**config.mk**
```make
export PLATFORM = sky130hd
export DESIGN_NAME = register_file_reader_flat
export DESIGN_NICKNAME = d
export VERILOG_FILES = /design/src/rtl/register_file_reader_if.sv /design/src/rtl/register_file_reader.sv /design/src/flat_wrapper.sv
export SDC_FILE = /design/constraint.sdc
export NUM_CORES = 1
export LEC_CHECK = 0
export ABC_AREA = 1
export ABC_CLOCK_PERIOD_IN_PS = 1450
export CAP_MARGIN = 40
export CORE_MARGIN = 3
export CORE_UTILIZATION = 38
export CTS_CLUSTER_DIAMETER = 120
export CTS_CLUSTER_SIZE = 8
export DETAILED_ROUTE_END_ITERATION = 8
export HOLD_SLACK_MARGIN = 0.05
export MAX_ROUTING_LAYER = met4
export PLACE_DENSITY = 0.76
export SYNTH_ARGS = -nofsm -noshare
export SYNTH_HDL_FRONTEND = slang
export SYNTH_SLANG_ARGS = --single-unit
```
**constraint.sdc**
```tcl
create_clock -name Clk -period 1.45 [get_ports Clk]
set_input_delay 0.29 -clock Clk [delete_from_list [all_inputs] [get_ports Clk]]
set_output_delay 0.29 -clock Clk [all_outputs]
set_load 0.03 [all_outputs]
```
**src/rtl/register_file_reader_if.sv**
```systemverilog
// register_file_reader_if
//   Bundles the two buses the dump engine talks on:
//     - register-file read port: ReadRegister (address out), ReadData (combinational data in)
//     - output word stream: OutValid/OutReady handshake carrying OutData and OutIndex
//   master: the dump engine (drives address and stream).
//   slave : the register file plus the stream consumer.
// Handshake: a word transfers at a rising edge where OutValid && OutReady. While
// OutValid is high and OutReady is low, OutData/OutIndex are held stable. OutReady
// may toggle freely; OutValid never drops without a transfer except on Abort/reset.
interface register_file_reader_if #(
  parameter int ADDR_WIDTH = 5,
  parameter int DATA_WIDTH = 32
);
  logic [ADDR_WIDTH-1:0] ReadRegister;
  logic [DATA_WIDTH-1:0] ReadData;
  logic                  OutValid;
  logic                  OutReady;
  logic [DATA_WIDTH-1:0] OutData;
  logic [ADDR_WIDTH-1:0] OutIndex;

  modport master (
    output ReadRegister,
    input  ReadData,
    output OutValid,
    input  OutReady,
    output OutData,
    output OutIndex
  );

  modport slave (
    input  ReadRegister,
    output ReadData,
    input  OutValid,
    output OutReady,
    input  OutData,
    input  OutIndex
  );
endinterface

```
**src/rtl/register_file_reader.sv**
```systemverilog
// register_file_reader
//   Walks a wrap-around range of register indices [FirstReg..LastReg] through one
//   read port of the register file and emits each value with its index on a
//   valid/ready stream. Two cycles per word without backpressure: READ captures,
//   HOLD waits for the handshake.
// Ports:
//   Clk, Rst_n          clock, asynchronous active-low reset
//   Start               begin a dump (only honoured in IDLE)
//   Abort               synchronous cancel, highest priority
//   FirstReg, LastReg   range, latched with Start
//   Busy                high in READ and HOLD (registered)
//   Done                one-cycle pulse after the final word is accepted (registered)
//   DbgState            current FSM state for observation
//   bus                 read port and output stream (see register_file_reader_if)
module register_file_reader #(
  parameter int ADDR_WIDTH = 5,
  parameter int DATA_WIDTH = 32
) (
  input  logic                  Clk,
  input  logic                  Rst_n,
  input  logic                  Start,
  input  logic                  Abort,
  input  logic [ADDR_WIDTH-1:0] FirstReg,
  input  logic [ADDR_WIDTH-1:0] LastReg,
  output logic                  Busy,
  output logic                  Done,
  output logic [1:0]            DbgState,
  register_file_reader_if.master bus
);

  typedef enum logic [1:0] {
    S_IDLE = 2'd0,
    S_READ = 2'd1,
    S_HOLD = 2'd2,
    S_DONE = 2'd3
  } state_e;

  state_e                state_q, state_d;
  logic [ADDR_WIDTH-1:0] cur_q, cur_d;
  logic [ADDR_WIDTH-1:0] last_q, last_d;
  logic                  out_valid_q, out_valid_d;
  logic [DATA_WIDTH-1:0] out_data_q, out_data_d;
  logic [ADDR_WIDTH-1:0] out_index_q, out_index_d;
  logic                  busy_q, busy_d;
  logic                  done_q, done_d;

  always_comb begin
    state_d     = state_q;
    cur_d       = cur_q;
    last_d      = last_q;
    out_valid_d = out_valid_q;
    out_data_d  = out_data_q;
    out_index_d = out_index_q;
    done_d      = 1'b0;

    unique case (state_q)
      S_IDLE: begin
        if (Start) begin
          cur_d   = FirstReg;
          last_d  = LastReg;
          state_d = S_READ;
        end
      end
      S_READ: begin
        // ReadData is combinational from cur_q; sampling here gives the value
        // from before any write committing at this same edge.
        out_data_d  = bus.ReadData;
        out_index_d = cur_q;
        out_valid_d = 1'b1;
        state_d     = S_HOLD;
      end
      S_HOLD: begin
        if (out_valid_q && bus.OutReady) begin
          out_valid_d = 1'b0;
          if (cur_q == last_q) begin
            done_d  = 1'b1;
            state_d = S_DONE;
          end else begin
            // Natural wrap from 2^ADDR_WIDTH-1 back to 0.
            cur_d   = cur_q + ADDR_WIDTH'(1);
            state_d = S_READ;
          end
        end
      end
      S_DONE: begin
        state_d = S_IDLE;
      end
      default: state_d = S_IDLE;
    endcase

    // Abort overrides Start and the handshake: the pending word is dropped
    // and no Done is produced.
    if (Abort) begin
      state_d     = S_IDLE;
      cur_d       = cur_q;
      last_d      = last_q;
      out_valid_d = 1'b0;
      done_d      = 1'b0;
    end

    busy_d = (state_d == S_READ) || (state_d == S_HOLD);
  end

  always_ff @(posedge Clk or negedge Rst_n) begin
    if (!Rst_n) begin
      state_q     <= S_IDLE;
      cur_q       <= '0;
      last_q      <= '0;
      out_valid_q <= 1'b0;
      out_data_q  <= '0;
      out_index_q <= '0;
      busy_q      <= 1'b0;
      done_q      <= 1'b0;
    end else begin
      state_q     <= state_d;
      cur_q       <= cur_d;
      last_q      <= last_d;
      out_valid_q <= out_valid_d;
      out_data_q  <= out_data_d;
      out_index_q <= out_index_d;
      busy_q      <= busy_d;
      done_q      <= done_d;
    end
  end

  assign bus.ReadRegister = cur_q;
  assign bus.OutValid     = out_valid_q;
  assign bus.OutData      = out_data_q;
  assign bus.OutIndex     = out_index_q;
  assign Busy             = busy_q;
  assign Done             = done_q;
  assign DbgState         = state_q;

endmodule

```
**src/flat_wrapper.sv**
```systemverilog
// flat-port wrapper written by rule: the top's interface ports become plain ports
module register_file_reader_flat 
#(
  parameter int ADDR_WIDTH = 5,
  parameter int DATA_WIDTH = 32
)
  (Clk, Rst_n, Start, Abort, FirstReg, LastReg, Busy, Done, DbgState, bus_ReadRegister, bus_ReadData, bus_OutValid, bus_OutReady, bus_OutData, bus_OutIndex);
  register_file_reader_if #(.ADDR_WIDTH(ADDR_WIDTH), .DATA_WIDTH(DATA_WIDTH)) bus_i ();
  input  logic Clk;
  input  logic Rst_n;
  input  logic Start;
  input  logic Abort;
  input  logic [ADDR_WIDTH-1:0] FirstReg;
  input  logic [ADDR_WIDTH-1:0] LastReg;
  output logic Busy;
  output logic Done;
  output logic [1:0] DbgState;
  output wire logic [$bits(bus_i.ReadRegister)-1:0] bus_ReadRegister;
  input wire logic [$bits(bus_i.ReadData)-1:0] bus_ReadData;
  output wire logic [$bits(bus_i.OutValid)-1:0] bus_OutValid;
  input wire logic [$bits(bus_i.OutReady)-1:0] bus_OutReady;
  output wire logic [$bits(bus_i.OutData)-1:0] bus_OutData;
  output wire logic [$bits(bus_i.OutIndex)-1:0] bus_OutIndex;
  assign bus_ReadRegister = bus_i.ReadRegister;
  assign bus_i.ReadData = bus_ReadData;
  assign bus_OutValid = bus_i.OutValid;
  assign bus_i.OutReady = bus_OutReady;
  assign bus_OutData = bus_i.OutData;
  assign bus_OutIndex = bus_i.OutIndex;
  register_file_reader #(.ADDR_WIDTH(ADDR_WIDTH), .DATA_WIDTH(DATA_WIDTH)) u_core (.Clk(Clk), .Rst_n(Rst_n), .Start(Start), .Abort(Abort), .FirstReg(FirstReg), .LastReg(LastReg), .Busy(Busy), .Done(Done), .DbgState(DbgState), .bus(bus_i));
endmodule
```
# Word-level counts from Yosys, hierarchy flattened
# Index checks and enable logic that the tools add are counted.
# op_classes
addsub	1
eq_ne	10
n_mux	16
n_bitwise	1
reduce_logical	8
# ops
op	count
5-bit two-way mux	3
5-bit one-hot mux with 2 select lines	1
2-bit two-way mux	4
2-bit one-hot mux with 4 select lines	1
2-bit == test, second input constant	3
1-bit two-way mux	6
5-bit by 1-bit adder with 5-bit output, second input constant	1
5-bit == test	1
5-bit AND reduction	1
2-bit by 1-bit == test with 1-bit output, second input constant	2
2-bit != test, second input constant	2
3-bit by 2-bit != test with 1-bit output, second input constant	1
3-bit AND reduction	1
3-bit nonzero test	1
2-bit zero test	1
2-bit by 1-bit != test with 1-bit output, second input constant	1
1-bit one-hot mux with 2 select lines	1
2-bit AND reduction	1
2-bit nonzero test	1
1-bit logical AND	1
1-bit logical OR	1
1-bit inverter	1
# totals
reg_bits	52
inputBits	47
out_inout_bits	47
word_cells	44

# Logic depth before layout (Yosys ltp)
# depth
word_depth	7
ltp_mapped	10
mapped_depth_nobuf	10

# Least setup slack after synthesis
# Ideal clock, no wire load.
# synth_timing
kind	register to register
from	reg u_core.state_q[0] (netlist: u_core.DbgState[0])
to	reg u_core.last_q[4]
setup_ns	0.125
arrival_ns	1.410
required_time_ns	1.325
setup_slack_ns	-0.085
stages_incl_launch_ff	4
n_path_buf	0
period_less_slack_ns	1.535
path_cell_list	dfrtp_1 > or2_4 > nor3_4 > mux2_4
# synth_between
elab_chain_len	2
# synth_rtl
element	line	text
start: declaration	register_file_reader.sv:38	state_e state_q, state_d;
start signal: assignment	register_file_reader.sv:115	state_q <= state_d;
2-bit zero test	register_file_reader.sv:56	unique case (state_q)
3-bit AND reduction (no source line)	-	
end signal: assignment	register_file_reader.sv:117	last_q <= last_d;
end: declaration	register_file_reader.sv:40	logic [ADDR_WIDTH-1:0] last_q, last_d;
# No other way between the ends.
# A chain may end at the register's enable or synchronous reset.

# Final worst setup path
# layout_timing
from	reg u_core.out_valid_q (netlist: u_core.bus.OutValid)
to	out bus_OutValid
# layout_rtl
element	line	text
start: declaration	register_file_reader.sv:41	logic out_valid_q, out_valid_d;
start signal: assignment	register_file_reader.sv:118	out_valid_q <= out_valid_d;
end: declaration	flat_wrapper.sv:20	output wire logic [$bits(bus_i.OutValid)-1:0] bus_OutValid;
# No word-level cell between the ends.

==> load_flow_metrics.sql <==
INSERT INTO impl_metrics (metric_group, metric, value, unit) VALUES
('outcome', 'outcome', 'finished, final reports clean', ''),
('worst_setup_path', 'r2r_setup_slack', '0.08', 'ns'),
('detailed_routing', 'drt-wirelength-per-cell', '12.6', 'um'),
('synthesis', 'post-synth-top-area-fraction', '59.2', '%'),
('cts', 'tritoncts.num_buffers', '5', ''),
('die', 'floorplan.initialDensity', '39.7', '%'),
('sta', 'sum_of_negative_setup_slack', '0', 'ns'),
('synthesis', 'synth_seq_area_share', '59.2', '%'),
('synthesis', 'synthesis.nets', '238', ''),
('sta', 'period_minus_slack', '1.38', 'ns'),
('cts', 'clock_tree.htree_level_count', '2', ''),
('synthesis', 'async_reset_ff_share', '100', '%'),
('die', 'die-height', '82.0', 'um'),
('synthesis', 'synthesis.instances', '190', ''),
('sta', 'report.final.setup_viol', '0', ''),
('worst_setup_path', 'path_class', 'register to output port', ''),
('synthesis', 'postSynthRegisterBits', '52', ''),
('grt', 'grt_first_pass_wirelength', '7500', 'um'),
('worst_setup_path', 'setup.worst_path.end_class', 'output port', ''),
('cts', 'clk_root_buffer_cell', 'clkbuf_8', ''),
('sta', 'period_share', '95.5', '%'),
('die', 'floorplan.rows', '27', ''),
('worst_setup_path', 'crit_buf_inv', '1', ''),
('power_and_ir_drop', 'vdd_drop_max', '0.000760', 'V'),
('synthesis', 'ys_warn_count', '0', ''),
('detailed_routing', 'dr.first_iter.drc_count', '108', ''),
('detailed_routing', 'drtPass1Iterations', '4', ''),
('worst_hold_path', 'worst_min_path_class', 'register to register', ''),
('detailed_routing', 'post-route-drc-count', '0', ''),
('sta', 'worst_pin_slew', '0.327', 'ns'),
('cts', 'worstSkewPairLatency', '0.29', 'ns'),
('power_and_ir_drop', 'power.switching', '1.89', 'mW'),
('synthesis', 'mapped_avg_cell_area', '11.6', 'um2'),
('die', 'die_area', '6730', 'um2'),
('grt', 'grt_antenna_before_repair', '0', ''),
('power_and_ir_drop', 'report.power.total', '5.02', 'mW'),
('sta', 'final_max_slew_viol_count', '0', ''),
('grt', 'global_route.overflow_total', '0', ''),
('synthesis', 'number_of_enable_flip_flop_cells_after_synthesis', '0', ''),
('detailed_routing', 'antenna_left', '0', ''),
('sta', 'relSlewSlack', '78.3', '%'),
('layout', 'final_net_count', '350', ''),
('detailed_routing', 'via_per_inst', '4.60', ''),
('sta', 'report.final.hold_viol_count', '0', ''),
('synthesis', 'synth_ff_type', 'dfrtp_1', ''),
('worst_setup_path', 'cp_top_family', 'buffers and inverters', ''),
('synthesis', 'post_synth_instance_area', '2200', 'um2'),
('layout', 'n_fill_cell', '491', ''),
('die', 'core-area', '5540', 'um2'),
('power_and_ir_drop', 'combinationalPowerShare', '43.3', '%'),
('placement', 'place.detailed.hpwl', '3740', 'um'),
('synthesis', 'yosys-top-cells-area', 'dfrtp_1 (59%), mux2_2 (17%), nand2_1 (7.3%)', ''),
('synthesis', 'synthTopCellsByCount', 'dfrtp_1 (52), nand2_1 (43), mux2_2 (33)', ''),
('sta', 'rsz0062_at_grt', 'false', ''),
('cts', 'cts_post_setup_buffers_inserted', '0', ''),
('cts', 'clk_pin_slew', '0.09', 'ns'),
('grt', 'grt_start_max_net_pins', '53', ''),
('synthesis', 'synthMostInstantiatedCell', 'dfrtp_1', ''),
('layout', 'syn2layout_area_growth', '56.0', '%'),
('die', 'dieWidth', '82.0', 'um'),
('sta', 'timing.fmax', '723', 'MHz'),
('synthesis', 'synth_top_cell_by_area', 'dfrtp_1', ''),
('die', 'io_pins', '94', ''),
('power_and_ir_drop', 'internal-power', '3.13', 'mW'),
('power_and_ir_drop', 'part_of_the_total_power_dissipated_in_sequential_elements', '40.5', '%'),
('worst_setup_path', 'crit_required', '1.16', 'ns'),
('worst_setup_path', 'worstSetupStartpointType', 'register', ''),
('placement', 'finalWeightedCongestion', '0.848', ''),
('layout', 'layout-drive-gt1-share', '24.8', '%'),
('job', 'drv.max_cap_violation_count', '0', ''),
('sta', 'skew_final', '0.00361', 'ns');
[sequential cells by signal, summed over array words and instances, names as in the netlist]
register and count:
u_core.Busy 1, u_core.DbgState 2, u_core.Done 1, u_core.bus.OutData 32, u_core.bus.OutIndex 5, u_core.bus.OutValid 1
u_core.bus.ReadRegister 5, u_core.last_q 5
[routing by layer]
| metal | up-vias | track usage [%] | wire [um] |
|---|---|---|---|
| met4 | 0 | 3.99 | 59 |
| met3 | 6 | 4.17 | 362 |
| met1 | 804 | 18.2 | 2070 |
| met5 | - | - | 0 |
| li1 | 851 | - | - |
| met2 | 65 | 24.6 | 2250 |
[cell type report]
cell class                      count  area, um2  share of cell area (%)
Clock buffer                        7       86.3                    2.52
Clock inverter                      1       7.51                   0.219
Inverter                           15       56.3                    1.64
Multi-Input combinational cell    118        817                    23.8
Sequential cell                    52       1310                    38.1
Tap cell                           72       90.1                    2.63
Timing Repair Buffer              110       1070                    31.1
[power groups by stage]
| stage | Clock (mW) | Combinational, mW | Sequential, mW |
|---|---|---|---|
| floorplan | 0 | 0.561 | 2.81 |
| global placement | 0 | 2.39 | 2.06 |
| detailed placement | 0 | 2.42 | 2.08 |
| CTS | 0.867 | 2.19 | 2.04 |
| global route | 0.922 | 2.34 | 2.09 |
| finish | 0.815 | 2.17 | 2.03 |
[placed cells by master, fill, tap and decap left out, types with 2 or more instances in the layout]
master | netlist | layout
nor2_1 | 3 | 3
dfrtp_2 | 0 | 3
nand2_2 | 1 | 2
clkdlybuf4s50_1 | 0 | 45
inv_1 | 14 | 14
xnor2_1 | 2 | 2
nand3_1 | 10 | 10
clkbuf_8 | 0 | 6
o21ai_0 | 12 | 12
xor2_1 | 2 | 2
a21oi_1 | 2 | 2
dlygate4sd2_1 | 0 | 40
mux2_2 | 33 | 33
buf_4 | 3 | 16
dfrtp_1 | 52 | 49
nand2_1 | 43 | 42
buf_12 | 0 | 6
[per-stage QoR]
| step | hold WS, ns | instances | setup WS [ns] | utilization [%] | cell area (um2) |
|---|---|---|---|---|---|
| final | 0.494 | 375 | 0.0659 | 61.9 | 3430 |
| after global routing | 0.520 | 375 | 0.00123 | 61.9 | 3430 |
| after global placement | 0.303 | 366 | -0.0970 | 60.7 | 3370 |
| after detailed placement | 0.304 | 366 | -0.142 | 60.7 | 3370 |
| after CTS | 0.504 | 375 | 0.0271 | 61.7 | 3420 |
| after floorplan | -0.00559 | 190 | -0.0180 | - | 2200 |
[logic make-up (layout without fill, tap and decap cells)]
logic type,after synthesis,count (layout),share of synthesized area (%)
AND/OR/NAND/NOR,64,64,13.4
flip-flops,52,52,59.2
multiplexers,34,34,17.6
buffers and inverters,20,133,4.04
AO/OA/AOI/OAI,15,15,3.59
XOR/XNOR,4,4,1.59
adder cells (fa/ha/maj),1,1,0.569
[timing repair]
action                                  4_1_cts  5_1_grt
gates resized for setup                      41        3
endpoints found under the setup margin       41        7
hold buffers                                  1        0
pin swaps                                     0        0
endpoints found under the hold margin        52        0
[final timing paths]
path,from,to,depth (start not counted)
max,u_core.bus.OutValid,bus_OutValid,1
min,u_core.bus.OutIndex[1],u_core.bus.OutIndex[1],2
max reg2reg,u_core.DbgState[0],u_core.last_q[4],3
min reg2reg,u_core.bus.OutIndex[1],u_core.bus.OutIndex[1],2
max in group asynchronous,Rst_n,u_core.bus.ReadRegister[1],3
min in group asynchronous,Rst_n,u_core.bus.OutData[23],3
Power figures use the tool's default switching activity.
